File: src/rtl/vga_pkg.sv
// Shared definitions for the VGA tile generator: default 640x480@60 timing,
// the 8-bit-per-channel colour struct and the power-up palette.
package vga_pkg;

  localparam int VGA_H_ACTIVE = 640;
  localparam int VGA_H_FP     = 16;
  localparam int VGA_H_SYNC   = 96;
  localparam int VGA_H_BP     = 48;
  localparam int VGA_V_ACTIVE = 480;
  localparam int VGA_V_FP     = 10;
  localparam int VGA_V_SYNC   = 2;
  localparam int VGA_V_BP     = 33;

  typedef struct packed {
    logic [7:0] r;
    logic [7:0] g;
    logic [7:0] b;
  } rgb_t;

  localparam int DEF_PAL_N = 9;

  localparam rgb_t DEF_PALETTE [DEF_PAL_N] = '{
    24'hFFFFFF, 24'h10AAFF, 24'h10FFFF,
    24'h2050AF, 24'hAA00FF, 24'h00FFFF,
    24'h10FA6F, 24'h6055AF, 24'hA0534F
  };

  // Grids larger than the default palette power up black beyond entry 8.
  function automatic rgb_t def_palette_entry(input int idx);
    if (idx >= 0 && idx < DEF_PAL_N)
      return DEF_PALETTE[idx];
    return '0;
  endfunction

endpackage

File: src/rtl/vga_sync_counter.sv
// Raster position counters plus registered hsync/vsync/de/pixel-coordinate/sof,
// all one cycle behind the h/v state exported to the tile logic.
module vga_sync_counter
  import vga_pkg::*;
#(
  parameter int H_ACTIVE = VGA_H_ACTIVE,
  parameter int H_FP     = VGA_H_FP,
  parameter int H_SYNC   = VGA_H_SYNC,
  parameter int H_BP     = VGA_H_BP,
  parameter int V_ACTIVE = VGA_V_ACTIVE,
  parameter int V_FP     = VGA_V_FP,
  parameter int V_SYNC   = VGA_V_SYNC,
  parameter int V_BP     = VGA_V_BP,
  parameter int SYNC_POL = 0
) (
  input  logic        rst,
  input  logic        clk_25Mhz,
  output logic [15:0] h_o,
  output logic [15:0] v_o,
  output logic        h_last_o,
  output logic        v_last_o,
  output logic        active_o,
  output logic        hsync_o,
  output logic        vsync_o,
  output logic        de_o,
  output logic [15:0] pix_x_o,
  output logic [15:0] pix_y_o,
  output logic        sof_o
);

  localparam logic [15:0] H_TOTAL  = 16'(H_ACTIVE + H_FP + H_SYNC + H_BP);
  localparam logic [15:0] V_TOTAL  = 16'(V_ACTIVE + V_FP + V_SYNC + V_BP);
  localparam logic [15:0] H_ACT_L  = 16'(H_ACTIVE);
  localparam logic [15:0] V_ACT_L  = 16'(V_ACTIVE);
  localparam logic [15:0] HS_START = 16'(H_ACTIVE + H_FP);
  localparam logic [15:0] HS_END   = 16'(H_ACTIVE + H_FP + H_SYNC);
  localparam logic [15:0] VS_START = 16'(V_ACTIVE + V_FP);
  localparam logic [15:0] VS_END   = 16'(V_ACTIVE + V_FP + V_SYNC);
  localparam logic        POL      = (SYNC_POL != 0);

  logic [15:0] h_q, h_d, v_q, v_d;
  logic [15:0] pix_x_q, pix_x_d, pix_y_q, pix_y_d;
  logic        hsync_q, hsync_d, vsync_q, vsync_d;
  logic        de_q, de_d, sof_q, sof_d;
  logic        h_last, v_last, active;

  always_comb begin
    h_last  = (h_q == H_TOTAL - 16'd1);
    v_last  = (v_q == V_TOTAL - 16'd1);
    active  = (h_q < H_ACT_L) && (v_q < V_ACT_L);
    h_d     = h_last ? 16'd0 : h_q + 16'd1;
    v_d     = v_q;
    if (h_last)
      v_d = v_last ? 16'd0 : v_q + 16'd1;
    hsync_d = ((h_q >= HS_START) && (h_q < HS_END)) ? POL : ~POL;
    vsync_d = ((v_q >= VS_START) && (v_q < VS_END)) ? POL : ~POL;
    de_d    = active;
    pix_x_d = active ? h_q : 16'd0;
    pix_y_d = active ? v_q : 16'd0;
    sof_d   = (h_q == 16'd0) && (v_q == 16'd0);
  end

  always_ff @(posedge clk_25Mhz or posedge rst) begin
    if (rst) begin
      h_q     <= '0;
      v_q     <= '0;
      hsync_q <= ~POL;
      vsync_q <= ~POL;
      de_q    <= 1'b0;
      pix_x_q <= '0;
      pix_y_q <= '0;
      sof_q   <= 1'b0;
    end else begin
      h_q     <= h_d;
      v_q     <= v_d;
      hsync_q <= hsync_d;
      vsync_q <= vsync_d;
      de_q    <= de_d;
      pix_x_q <= pix_x_d;
      pix_y_q <= pix_y_d;
      sof_q   <= sof_d;
    end
  end

  assign h_o      = h_q;
  assign v_o      = v_q;
  assign h_last_o = h_last;
  assign v_last_o = v_last;
  assign active_o = active;
  assign hsync_o  = hsync_q;
  assign vsync_o  = vsync_q;
  assign de_o     = de_q;
  assign pix_x_o  = pix_x_q;
  assign pix_y_o  = pix_y_q;
  assign sof_o    = sof_q;

endmodule

File: src/rtl/vga_tile_gen.sv
// VGA tile-grid generator with a double-buffered palette swapped at vertical blank.
// Optional per-tile blinking is enabled by defining VGA_TILE_BLINK_EN.
module vga_tile_gen
  import vga_pkg::*;
#(
  parameter int H_ACTIVE     = VGA_H_ACTIVE,
  parameter int H_FP         = VGA_H_FP,
  parameter int H_SYNC       = VGA_H_SYNC,
  parameter int H_BP         = VGA_H_BP,
  parameter int V_ACTIVE     = VGA_V_ACTIVE,
  parameter int V_FP         = VGA_V_FP,
  parameter int V_SYNC       = VGA_V_SYNC,
  parameter int V_BP         = VGA_V_BP,
  parameter int SYNC_POL     = 0,
  parameter int TILE_COLS    = 3,
  parameter int TILE_ROWS    = 3,
  parameter int COLOR_W      = 8,
  parameter int BLINK_FRAMES = 30,
  localparam int N           = TILE_COLS * TILE_ROWS,
  localparam int IDX_W       = (N > 1) ? $clog2(N) : 1,
  localparam int PIX_W       = 3 * COLOR_W
) (
  input  logic               rst,
  input  logic               clk_25Mhz,
  input  logic               pal_we,
  input  logic [IDX_W-1:0]   pal_idx,
  input  logic [PIX_W-1:0]   pal_rgb,
  input  logic [PIX_W-1:0]   bg_rgb,
`ifdef VGA_TILE_BLINK_EN
  input  logic [N-1:0]       blink_mask,
`endif
  output logic               hsync,
  output logic               vsync,
  output logic               de,
  output logic [15:0]        pix_x,
  output logic [15:0]        pix_y,
  output logic [COLOR_W-1:0] red,
  output logic [COLOR_W-1:0] green,
  output logic [COLOR_W-1:0] blue,
  output logic               sof
);

  if (TILE_COLS < 1 || TILE_ROWS < 1 || TILE_COLS > H_ACTIVE || TILE_ROWS > V_ACTIVE) begin : g_bad_grid
    $error("vga_tile_gen: tile grid must be non-empty and fit inside the active area");
  end

  localparam logic [15:0] H_ACT_L  = 16'(H_ACTIVE);
  localparam logic [15:0] V_ACT_L  = 16'(V_ACTIVE);
  localparam logic [15:0] TILE_W   = 16'(H_ACTIVE / TILE_COLS);
  localparam logic [15:0] TILE_H   = 16'(V_ACTIVE / TILE_ROWS);
  localparam logic [15:0] LAST_COL = 16'(TILE_COLS - 1);
  localparam logic [15:0] LAST_ROW = 16'(TILE_ROWS - 1);
  localparam logic [15:0] COLS_L   = 16'(TILE_COLS);

  // Keep the top COLOR_W bits of each 8-bit channel (zero-extend if wider).
  function automatic logic [PIX_W-1:0] to_px(input rgb_t c);
    logic [COLOR_W+7:0] er, eg, eb;
    er = {c.r, {COLOR_W{1'b0}}};
    eg = {c.g, {COLOR_W{1'b0}}};
    eb = {c.b, {COLOR_W{1'b0}}};
    return {er[COLOR_W+7 -: COLOR_W], eg[COLOR_W+7 -: COLOR_W], eb[COLOR_W+7 -: COLOR_W]};
  endfunction

  logic [15:0] h, v;
  logic        h_last, v_last, active;

  vga_sync_counter #(
    .H_ACTIVE (H_ACTIVE), .H_FP (H_FP), .H_SYNC (H_SYNC), .H_BP (H_BP),
    .V_ACTIVE (V_ACTIVE), .V_FP (V_FP), .V_SYNC (V_SYNC), .V_BP (V_BP),
    .SYNC_POL (SYNC_POL)
  ) u_sync (
    .rst       (rst),
    .clk_25Mhz (clk_25Mhz),
    .h_o       (h),
    .v_o       (v),
    .h_last_o  (h_last),
    .v_last_o  (v_last),
    .active_o  (active),
    .hsync_o   (hsync),
    .vsync_o   (vsync),
    .de_o      (de),
    .pix_x_o   (pix_x),
    .pix_y_o   (pix_y),
    .sof_o     (sof)
  );

  // Tile column/row track the current h/v; the last tile absorbs the remainder.
  logic [15:0] col_q, col_d, xc_q, xc_d, row_q, row_d, yc_q, yc_d;

  always_comb begin
    col_d = col_q;
    xc_d  = xc_q;
    row_d = row_q;
    yc_d  = yc_q;
    if (h_last) begin
      col_d = '0;
      xc_d  = '0;
      if (v_last) begin
        row_d = '0;
        yc_d  = '0;
      end else if (v < V_ACT_L && row_q != LAST_ROW) begin
        if (yc_q == TILE_H - 16'd1) begin
          row_d = row_q + 16'd1;
          yc_d  = '0;
        end else begin
          yc_d  = yc_q + 16'd1;
        end
      end
    end else if (h < H_ACT_L && col_q != LAST_COL) begin
      if (xc_q == TILE_W - 16'd1) begin
        col_d = col_q + 16'd1;
        xc_d  = '0;
      end else begin
        xc_d  = xc_q + 16'd1;
      end
    end
  end

  always_ff @(posedge clk_25Mhz or posedge rst) begin
    if (rst) begin
      col_q <= '0;
      xc_q  <= '0;
      row_q <= '0;
      yc_q  <= '0;
    end else begin
      col_q <= col_d;
      xc_q  <= xc_d;
      row_q <= row_d;
      yc_q  <= yc_d;
    end
  end

  logic             copy;
  logic [PIX_W-1:0] shadow_q [N];
  logic [PIX_W-1:0] active_q [N];

  assign copy = (h == 16'd0) && (v == V_ACT_L);

  // Copy reads the old shadow, so a write in the swap cycle waits a frame.
  always_ff @(posedge clk_25Mhz or posedge rst) begin
    if (rst) begin
      for (int i = 0; i < N; i++) begin
        shadow_q[i] <= to_px(def_palette_entry(i));
        active_q[i] <= to_px(def_palette_entry(i));
      end
    end else begin
      for (int i = 0; i < N; i++) begin
        if (copy)
          active_q[i] <= shadow_q[i];
        if (pal_we && pal_idx == IDX_W'(i))
          shadow_q[i] <= pal_rgb;
      end
    end
  end

  logic [15:0]      tile_lin;
  logic [PIX_W-1:0] tile_px;
  logic             tile_blink;
  logic             blink_on;

  assign tile_lin = row_q * COLS_L + col_q;

  always_comb begin
    tile_px    = '0;
    tile_blink = 1'b0;
    for (int i = 0; i < N; i++) begin
      if (tile_lin == 16'(i)) begin
        tile_px = active_q[i];
`ifdef VGA_TILE_BLINK_EN
        tile_blink = blink_mask[i];
`endif
      end
    end
  end

`ifdef VGA_TILE_BLINK_EN
  localparam logic [15:0] BLINK_LAST = 16'(BLINK_FRAMES - 1);

  logic [15:0] frame_q, frame_d;
  logic        phase_q, phase_d;

  always_comb begin
    frame_d = frame_q;
    phase_d = phase_q;
    if (copy) begin
      if (frame_q >= BLINK_LAST) begin
        frame_d = '0;
        phase_d = ~phase_q;
      end else begin
        frame_d = frame_q + 16'd1;
      end
    end
  end

  always_ff @(posedge clk_25Mhz or posedge rst) begin
    if (rst) begin
      frame_q <= '0;
      phase_q <= 1'b0;
    end else begin
      frame_q <= frame_d;
      phase_q <= phase_d;
    end
  end

  assign blink_on = phase_q & tile_blink;
`else
  assign blink_on = 1'b0 & tile_blink;
`endif

  logic [PIX_W-1:0] rgb_q, rgb_d;

  always_comb begin
    rgb_d = '0;
    if (active)
      rgb_d = blink_on ? bg_rgb : tile_px;
  end

  always_ff @(posedge clk_25Mhz or posedge rst) begin
    if (rst)
      rgb_q <= '0;
    else
      rgb_q <= rgb_d;
  end

  assign red   = rgb_q[3*COLOR_W-1 -: COLOR_W];
  assign green = rgb_q[2*COLOR_W-1 -: COLOR_W];
  assign blue  = rgb_q[COLOR_W-1 -: COLOR_W];

endmodule

File: config.mk
export PLATFORM = sky130hd
export DESIGN_NAME = vga_tile_gen
export DESIGN_NICKNAME = d
export VERILOG_FILES = /design/src/rtl/vga_pkg.sv /design/src/rtl/vga_sync_counter.sv /design/src/rtl/vga_tile_gen.sv
export SDC_FILE = /design/constraint.sdc
export NUM_CORES = 1
export LEC_CHECK = 0
export ABC_AREA = 1
export BUFFER_PORTS_ARGS = -buffer_cell sky130_fd_sc_hd__buf_2
export CAP_MARGIN = 40
export CORE_ASPECT_RATIO = 0.8
export CORE_MARGIN = 4
export CORE_UTILIZATION = 40
export DETAILED_ROUTE_END_ITERATION = 6
export PLACE_DENSITY_LB_ADDON = 0.2
export SLEW_MARGIN = 25
export SYNTH_ARGS = -nofsm -noshare
export SYNTH_HDL_FRONTEND = slang
export SYNTH_SLANG_ARGS = --single-unit
File: constraint.sdc
create_clock -name clk_25Mhz -period 20.8 [get_ports clk_25Mhz]
set_input_delay 4.16 -clock clk_25Mhz [delete_from_list [all_inputs] [get_ports clk_25Mhz]]
set_output_delay 4.16 -clock clk_25Mhz [all_outputs]
set_load 0.1 [all_outputs]
* Yosys cells after proc, flatten, opt, wreduce, memory -nomap -nowiden
Cells that the tools add are included.
** Word-level totals
- Bits in registers :: 588
- Input bits :: 55
- Output and inout port bits :: 60
- Word-level logic and storage cells :: 123
** Cells by class
- Add/sub/neg operators :: 7
- Multiply operators :: 1
- Order comparisons :: 6
- Eq/ne operators :: 23
- Mux-type cells :: 28
- Reduce and logical (&&, ||, !) cells :: 27
** Operators with widths (number)
- 16-bit 2-to-1 mux :: 16
- 24-bit 2-to-1 mux :: 10
- 16-bit by 1-bit adder with 16-bit output, second input constant :: 6
- 16-bit by 3-bit == test with 1-bit output, second input constant :: 4
- 16-bit zero test :: 3
- 16-bit by 10-bit == test with 1-bit output, second input constant :: 2
- 16-bit by 2-bit == test with 1-bit output, second input constant :: 2
- 16-bit by 8-bit == test with 1-bit output, second input constant :: 2
- 16-bit by 10-bit less-than comparator with 1-bit output, second input constant :: 2
- 16-bit by 9-bit less-than comparator with 1-bit output, second input constant :: 2
- 16-bit by 2-bit != test with 1-bit output, second input constant :: 2
- 16-bit adder :: 1
- 16-bit by 1-bit == test with 1-bit output, second input constant :: 1
- 16-bit by 4-bit == test with 1-bit output, second input constant :: 1
- 16-bit by 9-bit == test with 1-bit output, second input constant :: 1
- 4-bit by 3-bit == test with 1-bit output, second input constant :: 4
- 16-bit by 10-bit greater-or-equal comparator with 1-bit output, second input constant :: 1
- 16-bit by 9-bit greater-or-equal comparator with 1-bit output, second input constant :: 1
- 1-bit logical AND :: 16
- 16-bit by 2-bit multiplier with 16-bit output, second input constant :: 1
- 4-bit by 2-bit == test with 1-bit output, second input constant :: 2
- 2-bit nonzero test :: 4
- 4-bit by 1-bit == test with 1-bit output, second input constant :: 1
- 4-bit == test, second input constant :: 1
- 4 further kinds :: 6

* Logic depth before layout (Yosys ltp)
- Depth in word-level cells :: 13
- Gate-level depth with buffers :: 29
- Mapped depth without buffers :: 28

* Cells and area by module
From an unflattened synthesis, not the netlist that was laid out.
** Second synthesis, totals
- Cells, all modules :: 2761
- Area, all modules :: 27122.3 µm²
** By module, submodules not included
- vga_tile_gen :: instances 1, cells an instance 2399, area each 23859.1 µm², seq. area each 13330.3 µm²
- vga_sync_counter :: instances 1, cells an instance 362, area each 3263.1 µm², seq. area each 1704.1 µm²

* Worst setup path before layout
OpenSTA, ideal clock, no wires.
- Path type :: in2reg
- Start :: input port pal_idx[3]
- End :: register shadow_q[126] (netlist name)
- Library setup time :: 130 ps
- Arrival time :: 5003 ps
- Required time :: 20670 ps
- Setup slack :: 15667 ps
- Stages :: 6
- Buffers on the path :: 2
- Path through :: nor2_1 nand3_1 clkbuf_1 clkbuf_1 nand2_1 o21ai_0
** Between the ends
- Cells in the longest elaborated chain, start to end :: 2
** RTL lines
- start: declaration :: line vga_tile_gen.sv:26 : input logic [IDX_W-1:0] pal_idx,
- 4-bit by 2-bit == test with 1-bit output :: line vga_tile_gen.sv:150 : if (pal_we && pal_idx == IDX_W'(i))
- 1-bit logical AND :: line vga_tile_gen.sv:150
- end signal: indexed assignment :: line vga_tile_gen.sv:143 : shadow_q[i] <= to_px(def_palette_entry(i));
- end signal: indexed assignment :: line vga_tile_gen.sv:151 : shadow_q[i] <= pal_rgb;
- end: declaration :: line vga_tile_gen.sv:134 : logic [PIX_W-1:0] shadow_q [N];
No other way between the ends.
A chain may end at the register's enable or synchronous reset.

* Final worst setup path
- Start :: register row_q[0]
- End :: register rgb_q[5]
** Between the ends
- Cells in the longest elaborated chain, start to end :: 13
- Elaborated cells on any way between the ends :: 21
- Classes of those cells :: 1 x add/sub; 1 x mul; 8 x eq/ne; 10 x mux; 1 x reduce/logical
** RTL lines
- start: declaration :: line vga_tile_gen.sv:88 : logic [15:0] col_q, col_d, xc_q, xc_d, row_q, row_d, yc_q, yc_d;
- start signal: assignment :: line vga_tile_gen.sv:128 : row_q <= row_d;
- 16-bit by 2-bit multiplier with 16-bit output * :: line vga_tile_gen.sv:161 : assign tile_lin = row_q * COLS_L + col_q;
- 16-bit adder * :: line vga_tile_gen.sv:161
- 16-bit zero test :: line vga_tile_gen.sv:167 : if (tile_lin == 16'(i)) begin
- 24-bit 2-to-1 mux (8 in a row) :: line vga_tile_gen.sv:167
- 24-bit 2-to-1 mux * :: line vga_tile_gen.sv:167
- 24-bit 2-to-1 mux * :: line vga_tile_gen.sv:214 : if (active)
- named net rgb_d[5] :: line vga_tile_gen.sv:210 : logic [PIX_W-1:0] rgb_q, rgb_d;
- end signal: assignment :: line vga_tile_gen.sv:222 : rgb_q <= rgb_d;
- end: declaration :: line vga_tile_gen.sv:210
The timed path passes the listed nets; every way through them passes the cells marked *.

==> summary.md <==
| Metric | Value |
|---|---|
| Drt via density | `~5.0` |
| Final wirelength | `65.8 mm` |
| First-pass GRT wire length | `around 110 mm` |
| Hold Crit Depth | `1` |
| Buf/Inv on CP | `5` |
| Sequential cell area | `15000 µm²` |
| Worst Path Required | `roughly 21000 ps` |
| Clock sink count | `588` |
| R2r startpoint | `row_q[0]` |
| Number of I/O port buffers | `90` |
| Synthesis Warnings | `0` |
| Post-Synth XOR/XNOR Area | `0.545%` |
| Cells after Synth | `roughly 2900` |
| Worst path depth | `26` |
| CTS Hold Buffers Added | `0` |
| Count of cell types in the netlist | `59` |
| FF-to-FF path depth | `26` |
| Combinational share of power | `under 10%` |
| Peak supply drop | `0.0595 mV` |
| Fmax | `roughly 0.16 GHz` |
| GRT Total Usage | `a little under a fifth` |
| Post-synth EDFFs | `0` |
| Sequential share of power | `roughly half` |
| Fin. max-slew vios | `0` |
| Multi-input logic area | `10500 µm²` |
| Setup crit start | `row_q[0]` |
| Critical Path AT | `6710 ps` |
| Post-CTS sizing | `0` |
| Slowest Stage Delay on Critical Path | `~700 ps` |
| # DRC | `0` |
| Clock tree root driver cell | `clkbuf_16` |
| Post-DRT Antenna Nets | `0` |
| Share of power burned in the clock network | `between 40% and 50%` |
| Fill cells | `~6200` |
| Cell family contributing the most delay on the critical path | `simple AND/OR/NAND/NOR gates` |
| Area growth syn-to-layout | `13.9%` |
| Setup WS post-layout | `roughly 15000 ps` |
| Num rows | `85` |
| Clock buffer count from CTS | `between 60 and 70` |
| RSZ-0062 raised after global routing | `false` |
| Final hold vios | `0` |
| Cell with the largest stage delay on the worst path | `inv_2` |
| Congestion Overflow GR | `0` |
| H-Tree Depth | `3` |
| Routability cong. | `approximately 0.8` |
| TritonCTS clock tree | `built` |
| CP most frequent cell | `nand2_1` |
| WL/cell | `about 17 µm` |
| Layout Skew | `22.2 ps` |
| Crit Path Class | `register to register` |
| # Post-CTS Setup Buffers | `0` |
| Pre-CTS setup slack | `between 10000 and 15000 ps` |
| Horiz. Die Dim | `approximately 300 µm` |
| Vias in the first global route | `19600` |
| Top FF cell, synth | `dfrtp_1` |
| Synthesized area per cell | `~9.6 µm²` |
| Post-DP HPWL | `43.0 mm` |
| Outcome | `completed` |
| Clk_lat worst skew | `roughly 600 ps` |
| Worst-margin pin slew | `slightly below 1000 ps` |
| Ant diodes | `0` |
| Pint | `around 2 mW` |
| Antenna violations before repair | `3` |
| Cell area power density | `around 83 nW/µm²` |
| Worst Path Max Fanout | `33` |
| Core box area | `between 60000 and 70000 µm²` |
| Final setup fails | `0` |
| #FFs+latches synth | `about 590` |
| Synth async-reset ratio | `between 90% and 100%` |
| Net Switching | `roughly 0.60 mW` |
| Worst min path class | `register to register` |
| Final Core Density | `a little under half` |
| Final worst-path cycle share | `30.2%` |
| Via count | `~20000` |
| Hold Path Origin | `u_sync.h_o[0]` |
| Sw frac | `23.0%` |
| Critical Path Sink Type | `register` |
| Max-cap violations | `0` |
| Largest net degree at the start of global routing | `176` |
| Area of the die | `72600 µm²` |
| Post-synthesis adder-cell area fraction | `approximately 3.2%` |
| Clock Pin Slew Worst Setup and Hold Paths | `approximately 60 ps` |
| I/O pin count | `around 120` |
| Setup total negative slack | `0 ps` |
| Die Span Y | `242 µm` |
| Detailed Route Iter0 Violations | `about 1200` |
| Cell Area, Synth | `27300 µm²` |
| Mux contribution to synthesized area | `just under 9%` |
| Crit path launch type | `register` |
| Share of cells above drive strength 1 | `about 23%` |
| Pre-antenna DRT Iters | `5` |
| Static leakage | `approximately 15 nW` |
| # nets final | `about 3000` |
| Initial Util | `between 40% and 50%` |
| Sequential cell area fraction in the yosys report | `55.0%` |
| Post-synthesis compound-gate area fraction | `8.84%` |
| Slew HR | `between 30% and 40%` |
| Clock Tree Buf Depth | `3` |
| Post-layout min period | `about 6300 ps` |
| Combinational family with the most area after synthesis | `simple AND/OR/NAND/NOR gates` |
| Simple-gate portion of the synthesized area | `between 10% and 20%` |
==> layer usage <==
metal / GRT usage [%] / up-vias / part of all wire (%) / routed length, µm
li1: - / 9489 / - / -
met1: 26.8 / 9670 / 49 / 32400
met2: 28.1 / 399 / 44 / 28900
met3: 3.32 / 97 / 4.8 / 3190
met4: 4.38 / 4 / 2.0 / 1340
met5: 0 / - / 0.041 / 27
==> path summary, 6_finish.rpt <==
kind	end	slack [ps]
setup / recovery	rgb_q[5]	14520
max in group asynchronous	shadow_q[8]	15190
setup reg to reg	rgb_q[5]	14520
min in group asynchronous	col_q[8]	3530
hold / removal	u_sync.h_o[0]	460
hold reg to reg	u_sync.h_o[0]	460
==> cell usage after synthesis (3+ instances only) <==
cell | count | area share, %
nor2_8 | 3 | 0.22
nor2_4 | 6 | 0.25
mux2_1 | 73 | 3.0
a211oi_1 | 6 | 0.16
clkbuf_1 | 83 | 1.1
o41ai_1 | 3 | 0.096
nor4_1 | 17 | 0.39
dfrtp_1 | 332 | 30
nand4_1 | 50 | 1.1
nand2_1 | 640 | 8.8
a21oi_1 | 79 | 1.4
a31oi_1 | 7 | 0.16
nand3_2 | 4 | 0.15
inv_1 | 344 | 4.7
nand3_1 | 117 | 2.1
or2_2 | 6 | 0.14
inv_2 | 18 | 0.25
o22ai_1 | 3 | 0.069
buf_6 | 3 | 0.12
xor2_1 | 15 | 0.48
mux2_2 | 143 | 5.9
buf_2 | 28 | 0.51
nor2_1 | 114 | 1.6
nand3b_1 | 5 | 0.14
ha_1 | 46 | 2.1
o21a_1 | 6 | 0.16
dfstp_2 | 256 | 25
o21ai_0 | 313 | 5.7
o211ai_1 | 20 | 0.55
nor4_2 | 3 | 0.14
fa_1 | 15 | 1.1
nand2_2 | 3 | 0.069
nor3_1 | 49 | 0.90
nor2_2 | 10 | 0.23
==> power by group through the flow <==
stage	registers (mW)	clock network, mW	logic, mW
after floorplan	1.33	0	0.0859
after global placement	1.32	0	0.120
after detailed placement	1.33	0	0.129
after CTS	1.31	1.19	0.129
after global routing	1.32	1.24	0.150
final	1.31	1.16	0.126
==> registers in the layout, indices dropped and copies added (netlist names) <==
register        cells
rgb_q              24
row_q              16
u_sync.pix_y_o     16
yc_q               16
u_sync.v_o         16
u_sync.sof_o        1
col_q              16
u_sync.de_o         1
u_sync.vsync_o      1
active_q          216
u_sync.pix_x_o     16
xc_q               16
u_sync.h_o         16
shadow_q          216
u_sync.hsync_o      1
==> worst reg2reg max path, cell delays in order (launching register included) <==
cell and delay (ps):
dfrtp_1 480, inv_1 160, fa_1 520, inv_1 50
ha_1 260, fa_1 440, nand2_1 90, nand2_1 90
nand3_1 100, nand2_1 130, nand2_1 120, nand2_1 60
nand2_1 60, nand2_1 40, nor2_1 80, nand2_1 130
nor2_8 520, inv_2 180, nor2_8 480, nand2_2 570
inv_2 710, nand2_1 110, nand2_1 100, inv_2 40
nand2_1 60, nand2_1 60, a21oi_1 480
==> cell usage in the layout, fill, tap and decap left out, drive strengths merged, types with 3 or more instances in the layout <==
cell type / n
a21oi: 81
clkinv: 13
nor3: 50
inv: 366
dfstp: 256
o41ai: 3
o211ai: 20
clkbuf: 101
nand3: 121
nor4: 20
nand3b: 5
conb: 13
mux2: 216
dfrtp: 332
nand2: 643
or2: 10
nand4: 52
fa: 15
nor2: 133
bufinv: 3
o22ai: 3
ha: 46
a211oi: 6
a31oi: 7
o21ai: 314
o21a: 6
buf: 122
xor2: 15
==> cells by family after synthesis <==
group | Yosys count
compound gates | 452
buf+inv | 481
flops | 588
mux | 216
other cells | 1
fa+ha+maj | 61
xor+xnor | 17
simple gates | 1038
==> cell type report <==
class	instances	share of cell area (%)
tap	913	3.67
clock inverter	20	0.727
clock buffer	101	6.25
sequential	588	48.3
multi-input combinational	1797	33.8
timing repair buffer	122	2.87
inverter	363	4.40
==> metrics by stage <==
stage          instance area (µm²)  cells  hold slack, ps  power [mW]
5_1_grt                      31100   3904             486        2.71
2_1_floorplan                27400   2866             432        1.41
4_1_cts                      31100   3902             478        2.63
3_3_place_gp                 28700   3772             449        1.44
3_5_place_dp                 28900   3781             465        1.46
6_report                     31100   3904             465        2.60
Power figures use the tool's default switching activity.
